`config.mk`:
```
export PLATFORM = sky130hd
export DESIGN_NAME = lzc_normalizer
export DESIGN_NICKNAME = d
export VERILOG_FILES = /design/src/rtl/bmu_pkg.sv /design/src/rtl/chunk_lzc.sv /design/src/rtl/lzc_normalizer.sv
export SDC_FILE = /design/constraint.sdc
export NUM_CORES = 1
export LEC_CHECK = 0
export CORE_ASPECT_RATIO = 1.1
export CORE_MARGIN = 4
export CORE_UTILIZATION = 54
export DETAILED_ROUTE_END_ITERATION = 10
export PLACE_DENSITY = 0.82
export SYNTH_ARGS = -nofsm -noshare
export SYNTH_HDL_FRONTEND = slang
export SYNTH_HIERARCHICAL = 1
export SYNTH_SLANG_ARGS = --single-unit
```
`constraint.sdc`:
```
create_clock -name clk -period 3.1 [get_ports clk]
set_input_delay 0.31 -clock clk [delete_from_list [all_inputs] [get_ports clk]]
set_output_delay 0.31 -clock clk [all_outputs]
set_load 0.005 [all_outputs]
```
`src/rtl/bmu_pkg.sv`:
```
// Shared definitions for the BMU/FPU bit-manipulation blocks.
package bmu_pkg;

    typedef enum logic [1:0] {
        IDLE = 2'd0,
        SCAN = 2'd1,
        DONE = 2'd2
    } lzcstate_t;

    // Count width able to hold 0..w inclusive.
    function automatic int lzc_cw(input int w);
        return $clog2(w + 1);
    endfunction

endpackage

```
`src/rtl/chunk_lzc.sv`:
```
// Priority encoder: leading-zero count of a nonzero CHUNK-bit slice.
module chunk_lzc #(
    parameter int CHUNK = 8
) (
    input  logic [CHUNK-1:0]         slice,
    output logic [$clog2(CHUNK)-1:0] lz
);

    localparam int LW = $clog2(CHUNK);

    // Scan LSB to MSB so the highest set bit wins; an all-zero slice yields 0.
    always_comb begin
        lz = '0;
        for (int i = 0; i < CHUNK; i++) begin
            lz = slice[i] ? LW'(CHUNK - 1 - i) : lz;
        end
    end

endmodule

```
`src/rtl/lzc_normalizer.sv`:
```
// Multi-cycle leading-zero counter and left-normalizer, CHUNK bits per cycle.
module lzc_normalizer
    import bmu_pkg::*;
#(
    parameter int WIDTH = 64,
    parameter int CHUNK = 8
) (
    input  logic                        clk,
    input  logic                        resetn,
    input  logic                        flush,
    input  logic                        in_valid,
    output logic                        in_ready,
    input  logic [WIDTH-1:0]            a,
    output logic                        out_valid,
    input  logic                        out_ready,
    output logic [$clog2(WIDTH+1)-1:0]  count,
    output logic [WIDTH-1:0]            norm,
    output logic                        zero
);

    localparam int CW  = lzc_cw(WIDTH);
    localparam int NCH = WIDTH / CHUNK;
    localparam int IW  = (NCH > 1) ? $clog2(NCH) : 1;
    localparam int LW  = $clog2(CHUNK);

    lzcstate_t        state_r;
    lzcstate_t        state_nxt_s;
    logic [WIDTH-1:0] sh_r;
    logic [CW-1:0]    cnt_r;
    logic [IW-1:0]    iter_r;
    logic             in_ready_r;
    logic             out_valid_r;

    logic [CHUNK-1:0] top_s;
    logic [LW-1:0]    lz_s;
    logic             top_zero_s;
    logic             last_s;
    logic [WIDTH-1:0] sh_norm_s;
    logic [CW-1:0]    cnt_lz_s;

    assign top_s      = sh_r[WIDTH-1 -: CHUNK];
    assign top_zero_s = (top_s == '0);
    assign last_s     = (iter_r == IW'(NCH - 1));
    assign sh_norm_s  = sh_r << lz_s;
    assign cnt_lz_s   = cnt_r + CW'(lz_s);

    chunk_lzc #(.CHUNK(CHUNK)) u_chunk_lzc (
        .slice (top_s),
        .lz    (lz_s)
    );

    // Next-state selection; flush overrides every transition.
    always_comb begin
        state_nxt_s = state_r;
        if (flush) begin
            state_nxt_s = IDLE;
        end else begin
            case (state_r)
                IDLE:    state_nxt_s = in_valid ? SCAN : IDLE;
                SCAN:    state_nxt_s = (!top_zero_s || last_s) ? DONE : SCAN;
                DONE:    state_nxt_s = out_ready ? IDLE : DONE;
                default: state_nxt_s = IDLE;
            endcase
        end
    end

    // State, handshake flags, scan datapath and the held result registers.
    always_ff @(posedge clk or negedge resetn) begin
        if (!resetn) begin
            state_r     <= IDLE;
            in_ready_r  <= 1'b1;
            out_valid_r <= 1'b0;
            sh_r        <= '0;
            cnt_r       <= '0;
            iter_r      <= '0;
            count       <= '0;
            norm        <= '0;
            zero        <= 1'b0;
        end else begin
            state_r     <= state_nxt_s;
            in_ready_r  <= (state_nxt_s == IDLE);
            out_valid_r <= (state_nxt_s == DONE);
            if (!flush) begin
                case (state_r)
                    IDLE: begin
                        if (in_valid) begin
                            sh_r   <= a;
                            cnt_r  <= '0;
                            iter_r <= '0;
                        end
                    end
                    SCAN: begin
                        if (top_zero_s) begin
                            sh_r  <= sh_r << CHUNK;
                            cnt_r <= cnt_r + CW'(CHUNK);
                            if (last_s) begin
                                count <= cnt_r + CW'(CHUNK);
                                norm  <= '0;
                                zero  <= 1'b1;
                            end else begin
                                iter_r <= iter_r + IW'(1);
                            end
                        end else begin
                            // Leading one sits in this chunk: finish in one step.
                            sh_r  <= sh_norm_s;
                            cnt_r <= cnt_lz_s;
                            count <= cnt_lz_s;
                            norm  <= sh_norm_s;
                            zero  <= 1'b0;
                        end
                    end
                    default: ;
                endcase
            end
        end
    end

    assign in_ready  = in_ready_r;
    assign out_valid = out_valid_r;

endmodule
```
==> out/metrics.yaml, run 1 <==
power_and_ir_drop:
  power_density_nw_per_um2: 956.5
  power.ir.vdd_worst_mv: 0.5006
  p_leak_nw: 4.283
final_layout:
  layout_common_cells: "dfrtp_1 (149), clkdlybuf4s50_1 (141), a21oi_1 (89)"
  antenna_cells: 0
  fraction_of_final_layout_cells_sized_beyond_drive_strength_1_pct: 14.06
  final_common_cell: "dfrtp_1"
  nNetsFinal: 995
  design_area_sq_um: 10880
  flow.area_growth_from_synthesis_pct: 25.06
  utilization_pct: 69.17
critical_path:
  crit_path_max_fanout: 23
  crit_type: "flip-flop to flip-flop"
  worstPathRequired_ps: 3450
  startpoint_type: "flip-flop"
  cp_slowest_cell: "nor4_1"
  critical_path.max_stage_delay_ps: 600
  critical_path_arrival_ps: 3120
  cp_cell_sequence: "nor2_2, nor4b_2, buf_4, nor3b_1, nor4_1, a211oi_1, o21ai_1"
  cp_capture_type: "flip-flop"
  reg2regPathDepth: 7
drt:
  postRouteAntennaNets: 0
  drtIter0Drc: 878
  wl_per_cell_um: 22.25
  drt_first_pass_iters: 5
  avgViaCountPerCell: 6.736
  drcViolationCount: 0
  vias: 7625
  drt-total-wl_um: 25190
placed_design:
  io_buffers: 142
  detailed_place.area_sq_um: 10280
  dp.final_hpwl_um: 17040
  place.gp.congestion: 0.9070
sta:
  worstMarginPinSlew_ps: 1215
  rsz0062_at_grt: "no"
  achievable-frequency_mhz: 360.9
  totalNegativeSetupSlack_ps: 0
  setup_skew_after_layout_ps: 8.007
  hold_viol: 0
  share_of_the_clock_period_used_by_the_worst_path_after_layout_pct: 89.38
  layout_min_cycle_time_ps: 2771
  maxSlewHeadroom_pct: 18.91
  finalSetupViolations: 0
  number_of_slew_limit_violations_in_the_final_report: 0
clock_tree:
  clk_latency_ps: 430
  max-clock-path-buffers: 2
  number_of_setup_buffers_added_after_cts: 0
  clock_sinks: 150
  cts_tree: "done"
  cts.clk_slew.worst_paths_ps: 60
  clock_tree.htree_level_count: 4
  ctsResizeCount: 0
  cts.root.buffer_cell: "clkbuf_16"
  tritoncts_buffers: 17
synthesis:
  synth_fp_nets: 882
  yosys.area.top_type_share_pct: 42.84
  number_of_synthesized_flops_with_an_enable_pin: 0
  ys_ff_latch: 150
  synth.yosys.seq_area_share_pct: 43.14
  synthesis.area_per_instance_sq_um: 10.80
  post_synth_num_cell_types: 58
  synthesis.yosys.warnings: 6
  synth_cells: 806
  netlist.top_cell.by_area: "dfrtp_1"
  yosys_most_used_dff: "dfrtp_1"
  yosys-top-cells-area: "dfrtp_1 (43%), mux4_2 (14%), mux2i_1 (6.7%)"
  ys_async_sr_fraction_pct: 100.0
  post_synth_instance_area_sq_um: 8703
global_routing:
  grt_overflow: 0
  grt_first_pass_wirelength_um: 40990
  number_of_antenna_violations_at_the_first_check_in_global_routing: 0
  first_global_vias: 7766
  largest_net_degree_at_the_start_of_global_routing: 83
  grt_util_all_layers_pct: 28.38
floorplanning:
  fp.dieArea_sq_um: 18210
  area_of_the_placeable_core_sq_um: 15740
  fp.dieH_um: 141.2
  dieWidth_um: 129.0
  initial_core_utilization_pct: 55.31
  io_pins: 143
  row_count: 48
outcome:
  outcome: "finished clean"
flow_run:
  max_cap_violations: 0
worst_hold_path:
  holdCritPathClass: "input pin to async pin"
==> logic make-up (layout without fill, tap and decap cells) <==
kind of cell	Yosys count	in the layout	share of synthesized area (%)
buf+inv	77	203	4.514
xor+xnor	5	5	0.5031
mux	116	116	21.16
compound gates	259	259	18.37
simple gates	192	192	11.21
flops	150	150	43.14
fa+ha+maj	7	7	1.093
==> final timing paths <==
kind	startpoint	end	slack [ps]
min in group clk	a[6]	sh_r[6]	460
worst min-delay path	resetn	norm[7]	450
worst min register to register	norm[40]	norm[40]	480
max in group asynchronous	resetn	sh_r[43]	1790
worst max-delay path	sh_r[61]	sh_r[60]	330
worst max register to register	sh_r[61]	sh_r[60]	330
==> area by class of cell <==
class                   instances  area, sq um
clock buffers                  24        471.7
inverters                       5        18.77
fillers                      1158         4851
flip-flops and latches        150         3755
multi-input cells             579         4598
clock inverters                 8        122.6
repair buffers                166         1668
well taps                     200        250.2
==> sequential cells by signal (all words and copies together), names as in the netlist <==
signal     count
out_valid      1
state_r        2
iter_r         3
zero           1
sh_r          64
in_ready       1
norm          64
count          7
cnt_r          7
==> where the power goes <==
group          total, mW  switching [mW]  internal (mW)
Combinational       4.74            2.18           2.56
Sequential          3.56           0.866           2.69
Clock               2.11           0.801           1.31
Total               10.4            3.85           6.56
==> layer usage <==
metal	vias to the layer above	track usage, %	part of all wire, %
li1	3315	-	-
met3	73	6.631	8.8
met1	3735	38.34	39
met4	0	11.55	3.3
met5	-	0	0
met2	502	44.43	49
==> Yosys cell counts (4+ instances only) <==
cell / instances
buf_4: 11
a21oi_1: 89
dfrtp_1: 149
o21ai_0: 43
inv_1: 4
o21ai_1: 46
a22o_1: 5
o211ai_1: 4
mux4_2: 54
nand3_1: 8
mux2_2: 4
or3_1: 54
o221ai_1: 42
xor2_1: 4
nand2_1: 86
ha_1: 6
clkbuf_1: 23
mux2i_1: 58
a22oi_1: 11
nor2_1: 15
buf_2: 32
==> worst max-delay path: cells and delay by family, from the launching register on <==
kind	cells	cell delay, ps
buffers and inverters	1	480
flip-flops	1	510
AO/OA/AOI/OAI	2	290
AND/OR/NAND/NOR	4	1400
==> repair_timing <==
action,4_1_cts,5_1_grt
hold buffers,1,0
endpoints found under the setup margin,0,0
endpoints found under the hold margin,68,0
==> stage by stage <==
step                power, mW  hold slack, ps  instances  setup slack [ps]
floorplan               6.254           14.41        806             662.7
global placement        8.079           356.1       1099             473.2
detailed placement      8.226           356.7       1099             348.2
CTS                     10.37           460.1       1132             322.6
global route            11.03           491.1       1132             149.4
finish                  10.41           445.3       1132             329.2
(Power assumes the default switching activity.)
==> run 2, diff against run 1 <==
--- a/config.mk
+++ b/config.mk
@@ -7,9 +7,10 @@
 export LEC_CHECK = 0
 export CORE_ASPECT_RATIO = 1.1
 export CORE_MARGIN = 4
-export CORE_UTILIZATION = 54
+export CORE_UTILIZATION = 50
 export DETAILED_ROUTE_END_ITERATION = 10
-export PLACE_DENSITY = 0.82
+export DONT_BUFFER_PORTS = 1
+export PLACE_DENSITY = 0.64
 export SYNTH_ARGS = -nofsm -noshare
 export SYNTH_HDL_FRONTEND = slang
 export SYNTH_HIERARCHICAL = 1
==> run 2 against run 1 <==
Net effect: the flow now finishes with violations (negative hold slack); register-to-register slack improved by 40 ps; critical path type unchanged; largest cell class unchanged; clock skew grew 5.5 ps; non-clock buffer count shrank 145; via count is 9.9% lower; first-iteration DRC count down 3.0%; flip-flop and latch count stayed put; sequential power increased by 4%.
==> out/metrics.yaml, run 2 (same netlist as run 1, synthesis figures left out) <==
outcome:
  outcome: "finished, violations left"
  violations_in_the_final_reports: "negative hold slack"
sta:
  rsz0062_at_grt: "no"
  maxSlewHeadroom_pct: 17.28  # -1.6 points
  finalSetupViolations: 0  # unchanged
  worstMarginPinSlew_ps: 1240  # +24.51 ps
  share_of_the_clock_period_used_by_the_worst_path_after_layout_pct: 88.09  # -1.3 points
  hold_viol: 150  # +150
  setup_skew_after_layout_ps: 13.55  # +5.545 ps
  achievable-frequency_mhz: 366.2  # +1.5%
  hold_ws_ps: -431.4  # -876.7 ps
  totalNegativeSetupSlack_ps: 0  # unchanged
  number_of_slew_limit_violations_in_the_final_report: 0  # unchanged
  post-route-worst-setup-slack_ps: 369.2  # +40.02 ps
  layout_min_cycle_time_ps: 2731  # -40.02 ps
floorplanning:
  dieWidth_um: 133.8  # +3.7%
  row_count: 50  # +4.2%
  initial_core_utilization_pct: 50.96  # -4.4 points
  fp.dieArea_sq_um: 19580  # +7.5%
  area_of_the_placeable_core_sq_um: 17080  # +8.5%
  io_pins: 143  # unchanged
  fp.dieH_um: 146.4  # +3.7%
clock_tree:
  cts_tree: "done"
  number_of_setup_buffers_added_after_cts: 0  # unchanged
  tritoncts_buffers: 17  # unchanged
  cts.root.buffer_cell: "clkbuf_16"
  clk_latency_ps: 440  # about the same
  clock_sinks: 150  # unchanged
  max-clock-path-buffers: 2  # unchanged
  clock_tree.htree_level_count: 4  # unchanged
  cts_hold_repair.buffers: 1  # unchanged
  ctsResizeCount: 0  # unchanged
  cts.clk_slew.worst_paths_ps: 60  # about the same
final_layout:
  flow.area_growth_from_synthesis_pct: 9.287
  fraction_of_final_layout_cells_sized_beyond_drive_strength_1_pct: 16.26  # +2.2 points
  num-fill-cells: 1463  # +26%
  final_common_cell: "dfrtp_1"
  top_regs: "norm (64), sh_r (64)"
  antenna_cells: 0  # unchanged
  layout_common_cells: "dfrtp_1 (149), a21oi_1 (89), nand2_1 (86)"
  nNetsFinal: 850  # -15%
power_and_ir_drop:
  clock_share_of_power_pct: 22.8  # +2.6 points
  fin_total_pwr_mw: 9.481  # -8.9%
  netSwitchingFraction_pct: 38.55  # +1.6 points
  intPower_mw: 5.826  # -11%
  p_leak_nw: 3.730  # -13%
  power.ir.vdd_worst_mv: 0.5291  # +5.7%
  seq_power_share_pct: 38.9  # +4.7 points
  share_comb_of_total_power_pct: 38.4  # -7.2 points
  power_density_nw_per_um2: 996.8  # +4.2%
  total_switching_power_mw: 3.655  # -5.0%
critical_path:
  reg2regPathDepth: 5  # -2
  crit_type: "flip-flop to flip-flop"
  cp_slowest_cell: "mux4_2"
  crit-reg2reg-launch: "sh_r[63]"
  cp_cell_sequence: "o41ai_4, buf_12, mux4_2, a21oi_1, o21ai_0"
  startpoint_type: "flip-flop"
  cp_capture_type: "flip-flop"
  critical_path.reg2reg.endpoint: "norm[5]"
  worstPathRequired_ps: 3400  # -50 ps
  regToRegSetupSlack_ps: 370  # +40 ps
  crit_path_max_fanout: 69  # +200%
  critical_path_arrival_ps: 3030  # -90 ps
  critical_path.max_stage_delay_ps: 600  # about the same
drt:
  postRouteAntennaNets: 0  # unchanged
  vias: 6868  # -9.9%
  avgViaCountPerCell: 6.727  # -0.14%
  wl_per_cell_um: 24.14  # +8.5%
  drtIter0Drc: 852  # -3.0%
  drcViolationCount: 0  # unchanged
  drt-total-wl_um: 24650  # -2.1%
  drt_first_pass_iters: 5  # unchanged
placed_design:
  dp_worst_setup_slack_ps: 447.3  # +99.11 ps
  io_buffers: 0  # -100%
  place.gp.congestion: 0.8873  # -2.2%
  dp.final_hpwl_um: 16780  # -1.5%
global_routing:
  grt_util_all_layers_pct: 25.81  # -2.6 points
  grt_overflow: 0  # unchanged
  grt_first_pass_wirelength_um: 40090  # -2.2%
  largest_net_degree_at_the_start_of_global_routing: 151  # +82%
  first_global_vias: 7108  # -8.5%
  number_of_antenna_violations_at_the_first_check_in_global_routing: 1  # +1
flow_run:
  max_cap_violations: 0  # unchanged
worst_hold_path:
  holdCritPathClass: "input pin to async pin"
run 2: changes by cell type in the layout (fill, tap and decap cells not counted):
cell,previous run,this run
clkbuf_8,2,4
clkinv_4,2,0
clkinv_2,3,2
clkdlybuf4s50_1,141,0
buf_6,1,0
inv_6,0,1
buf_12,5,6
buf_4,18,14
clkbuf_1,5,4
clkinvlp_4,0,1
run 2: through the flow:
| step | utilization (%) | std cells | instance area [sq um] |
|---|---|---|---|
| floorplan | - | 806 | 8703 |
| global placement | 52.05 | 988 | 8890 |
| detailed placement | 52.05 | 988 | 8890 |
| CTS | 55.69 | 1021 | 9512 |
| global route | 55.69 | 1021 | 9512 |
| finish | 55.69 | 1021 | 9512 |
run 2: how the worst max path moves through the flow:
stage              from        to  slack, ps  cells after the start
6_report       sh_r[63]   norm[5]        370                      5
5_1_grt        sh_r[59]  sh_r[60]        190                     10
4_1_cts        sh_r[63]   norm[5]        410                      5
3_5_place_dp   sh_r[63]   norm[5]        450                      5
3_3_place_gp   sh_r[59]  sh_r[60]        540                     10
2_1_floorplan  sh_r[60]  cnt_r[5]        660                      7
run 2: area by class of cell:
cell class	instances	area (sq um)	share of cell area, %
inverters	5	18.77	0.1973
clock buffers	25	495.5	5.209
well taps	234	292.8	3.078
flip-flops and latches	150	3755	39.48
repair buffers	21	235.2	2.473
clock inverters	7	116.4	1.223
multi-input cells	579	4598	48.34
run 2: power by group through the flow:
stage,sequential (mW),combinational (mW),clock [mW]
3_3_place_gp,3.65,3.52,0
4_1_cts,3.66,3.64,2.19
3_5_place_dp,3.69,3.61,0
2_1_floorplan,3.30,2.96,0
5_1_grt,3.78,4.00,2.28
6_report,3.69,3.64,2.16
run 2: critical path: cells and delay by family, from the launching register on:
family                 cells  cell delay, ps
buffers and inverters      1             420
AOI/OAI and AO/OA          3             980
muxes                      1             600
DFF                        1             530
run 2: routing by layer:
metal / global-route usage (%) / vias up / wire length [um]
li1: - / 3020 / -
met1: 32.83 / 3487 / 9543
met2: 41.94 / 311 / 12340
met3: 8.477 / 48 / 2252
met4: 8.333 / 2 / 496
met5: 0 / - / 13
==> run 3, diff against run 2 <==
--- a/config.mk
+++ b/config.mk
@@ -11,6 +11,7 @@
 export DETAILED_ROUTE_END_ITERATION = 10
 export DONT_BUFFER_PORTS = 1
 export PLACE_DENSITY = 0.64
+export SKIP_CTS_REPAIR_TIMING = 1
 export SYNTH_ARGS = -nofsm -noshare
 export SYNTH_HDL_FRONTEND = slang
 export SYNTH_HIERARCHICAL = 1
==> constraint.sdc (replaced) <==
create_clock -name clk -period 3.1 [get_ports clk]
set_input_delay 0.93 -clock clk [delete_from_list [all_inputs] [get_ports clk]]
set_output_delay 0.93 -clock clk [all_outputs]
set_load 0.005 [all_outputs]
==> run 3 against run 2 <==
Net effect: the flow now finishes without violations; clock skew down 4.2 ps; core utilization down 0.38 points; global-route usage down 1.3 points; clock power down 5%; count of clock-buffer cells in the layout down 5; worst hold slack better by 630 ps; first-iteration DRC count up 1.2%; worst setup slack worse by 56 ps.
==> out/metrics.yaml, run 3 (same netlist as run 1, synthesis figures left out) <==
sta:
  finalSetupViolations: 0  # unchanged
  hold_viol: 0  # -100%
  layout_min_cycle_time_ps: 2786  # +55.51 ps
  worstMarginPinSlew_ps: 1177  # -62.15 ps
  number_of_slew_limit_violations_in_the_final_report: 0  # unchanged
  setup_skew_after_layout_ps: 9.389  # -4.163 ps
  rsz0062_at_grt: "no"
  totalNegativeSetupSlack_ps: 0  # unchanged
  hold_ws_ps: 198.2  # +629.6 ps
  maxSlewHeadroom_pct: 21.42  # +4.1 points
  achievable-frequency_mhz: 358.9  # -2.0%
  share_of_the_clock_period_used_by_the_worst_path_after_layout_pct: 89.88  # +1.8 points
critical_path:
  regToRegSetupSlack_ps: 310  # -60 ps
  worstPathRequired_ps: 3340  # -60 ps
  startpoint_type: "flip-flop"
  crit_path_max_fanout: 25  # -64%
  critical_path_arrival_ps: 3030  # about the same
  cp_capture_type: "flip-flop"
  crit_type: "flip-flop to flip-flop"
floorplanning:
  row_count: 50  # unchanged
  fp.dieH_um: 146.4  # unchanged
  dieWidth_um: 133.8  # unchanged
  io_pins: 143  # unchanged
  area_of_the_placeable_core_sq_um: 17080  # unchanged
  fp.dieArea_sq_um: 19580  # unchanged
  initial_core_utilization_pct: 50.96  # unchanged
final_layout:
  final_common_cell: "dfrtp_1"
  multi_input_area_sq_um: 4598  # unchanged
  antenna_cells: 0  # unchanged
  num-fill-cells: 1483  # +1.4%
  fraction_of_final_layout_cells_sized_beyond_drive_strength_1_pct: 16.67  # +0.40 points
  flow.area_growth_from_synthesis_pct: 8.539
  top_regs: "norm (64), sh_r (64)"
  layout_common_cells: "dfrtp_1 (149), a21oi_1 (89), nand2_1 (86)"
  nNetsFinal: 849  # -0.12%
  seq_area_sq_um: 3755  # unchanged
drt:
  vias: 6796  # -1.0%
  postRouteAntennaNets: 0  # unchanged
  avgViaCountPerCell: 6.663  # -0.95%
  drt_first_pass_iters: 5  # unchanged
  wl_per_cell_um: 23.43  # -3.0%
  drtIter0Drc: 862  # +1.2%
  drcViolationCount: 0  # unchanged
  drt-total-wl_um: 23900  # -3.1%
global_routing:
  grt_overflow: 0  # unchanged
  gr-usage-met3_pct: 7.374  # -1.1 points
  largest_net_degree_at_the_start_of_global_routing: 151  # unchanged
  grt_util_all_layers_pct: 24.54  # -1.3 points
  grt_first_pass_wirelength_um: 38490  # -4.0%
  number_of_antenna_violations_at_the_first_check_in_global_routing: 1  # unchanged
  first_global_vias: 7018  # -1.3%
  grt-busiest-layer: "met2"
  met2_global_route_usage_pct: 39.99  # -1.9 points
  groute.layer.met1.usage_pct: 31.10  # -1.7 points
placed_design:
  dp.final_hpwl_um: 16380  # -2.4%
  io_buffers: 0  # unchanged
  place.gp.congestion: 0.9016  # +1.6%
power_and_ir_drop:
  p_leak_nw: 3.704  # -0.68%
  fin_total_pwr_mw: 9.372  # -1.2%
  power_density_nw_per_um2: 992.1  # -0.47%
  power.ir.vdd_worst_mv: 0.4514  # -15%
clock_tree:
  tritoncts_buffers: 17  # unchanged
  clk_latency_ps: 430  # about the same
  max-clock-path-buffers: 2  # unchanged
  cts.clk_slew.worst_paths_ps: 60  # about the same
  clock_sinks: 150  # unchanged
  clock_tree.htree_level_count: 4  # unchanged
  cts_tree: "done"
  cts.root.buffer_cell: "clkbuf_16"
outcome:
  outcome: "finished clean"
flow_run:
  max_cap_violations: 0  # unchanged
worst_hold_path:
  holdCritPathClass: "input pin to async pin"
## run 3: cell count changes in the layout (fill, tap and decap cells not counted), sizes merged
cell	delta
inv	+1
clkinv	+3
clkinvlp	+2
bufinv	-1
dlygate4sd3	-1
clkbuf	-5
## run 3: path summary, 6_finish.rpt
check	start	to	cells after the start
min reg2reg	norm[40]	norm[40]	2
max	sh_r[61]	sh_r[34]	6
max reg2reg	sh_r[61]	sh_r[34]	6
min in group clk	norm[40]	norm[40]	2
max in group asynchronous	resetn	in_ready	0
min	resetn	norm[41]	0
## run 3: layout make-up
class | count | area share [%]
sequential | 150 | 39.75
clock buffer | 20 | 4.834
timing repair buffer | 20 | 2.119
multi-input combinational | 579 | 48.68
clock inverter | 12 | 1.325
tap | 234 | 3.099
inverter | 5 | 0.1987
## run 3: worst max-delay path, cell delays in order (launching register included)
cell and delay [ps]:
dfrtp_1 510, nor2_2 230, nor4b_2 490, buf_4 440, buf_4 460, mux2i_1 340
a21oi_1 120
## run 3: power breakdown
part / switching [mW] / internal [mW]
clock: 0.840 / 1.22
combinational: 1.88 / 1.77
sequential: 0.959 / 2.70
total: 3.68 / 5.69
## run 3: metal layers
layer	routed length [um]	part of all wire (%)
met1	9535	40
met4	578	2.4
met3	1852	7.8
met5	7	0.029
met2	11920	50
## run 3: per-stage QoR
stage               worst slack, ps  cells  instance area [sq um]  utilization [%]
floorplan                     662.7    806                   8703                -
global placement              477.7    988                   8865            51.90
detailed placement            364.2    988                   8865            51.90
CTS                           347.5   1020                   9447            55.31
global route                  142.7   1020                   9447            55.31
finish                        313.7   1020                   9447            55.31
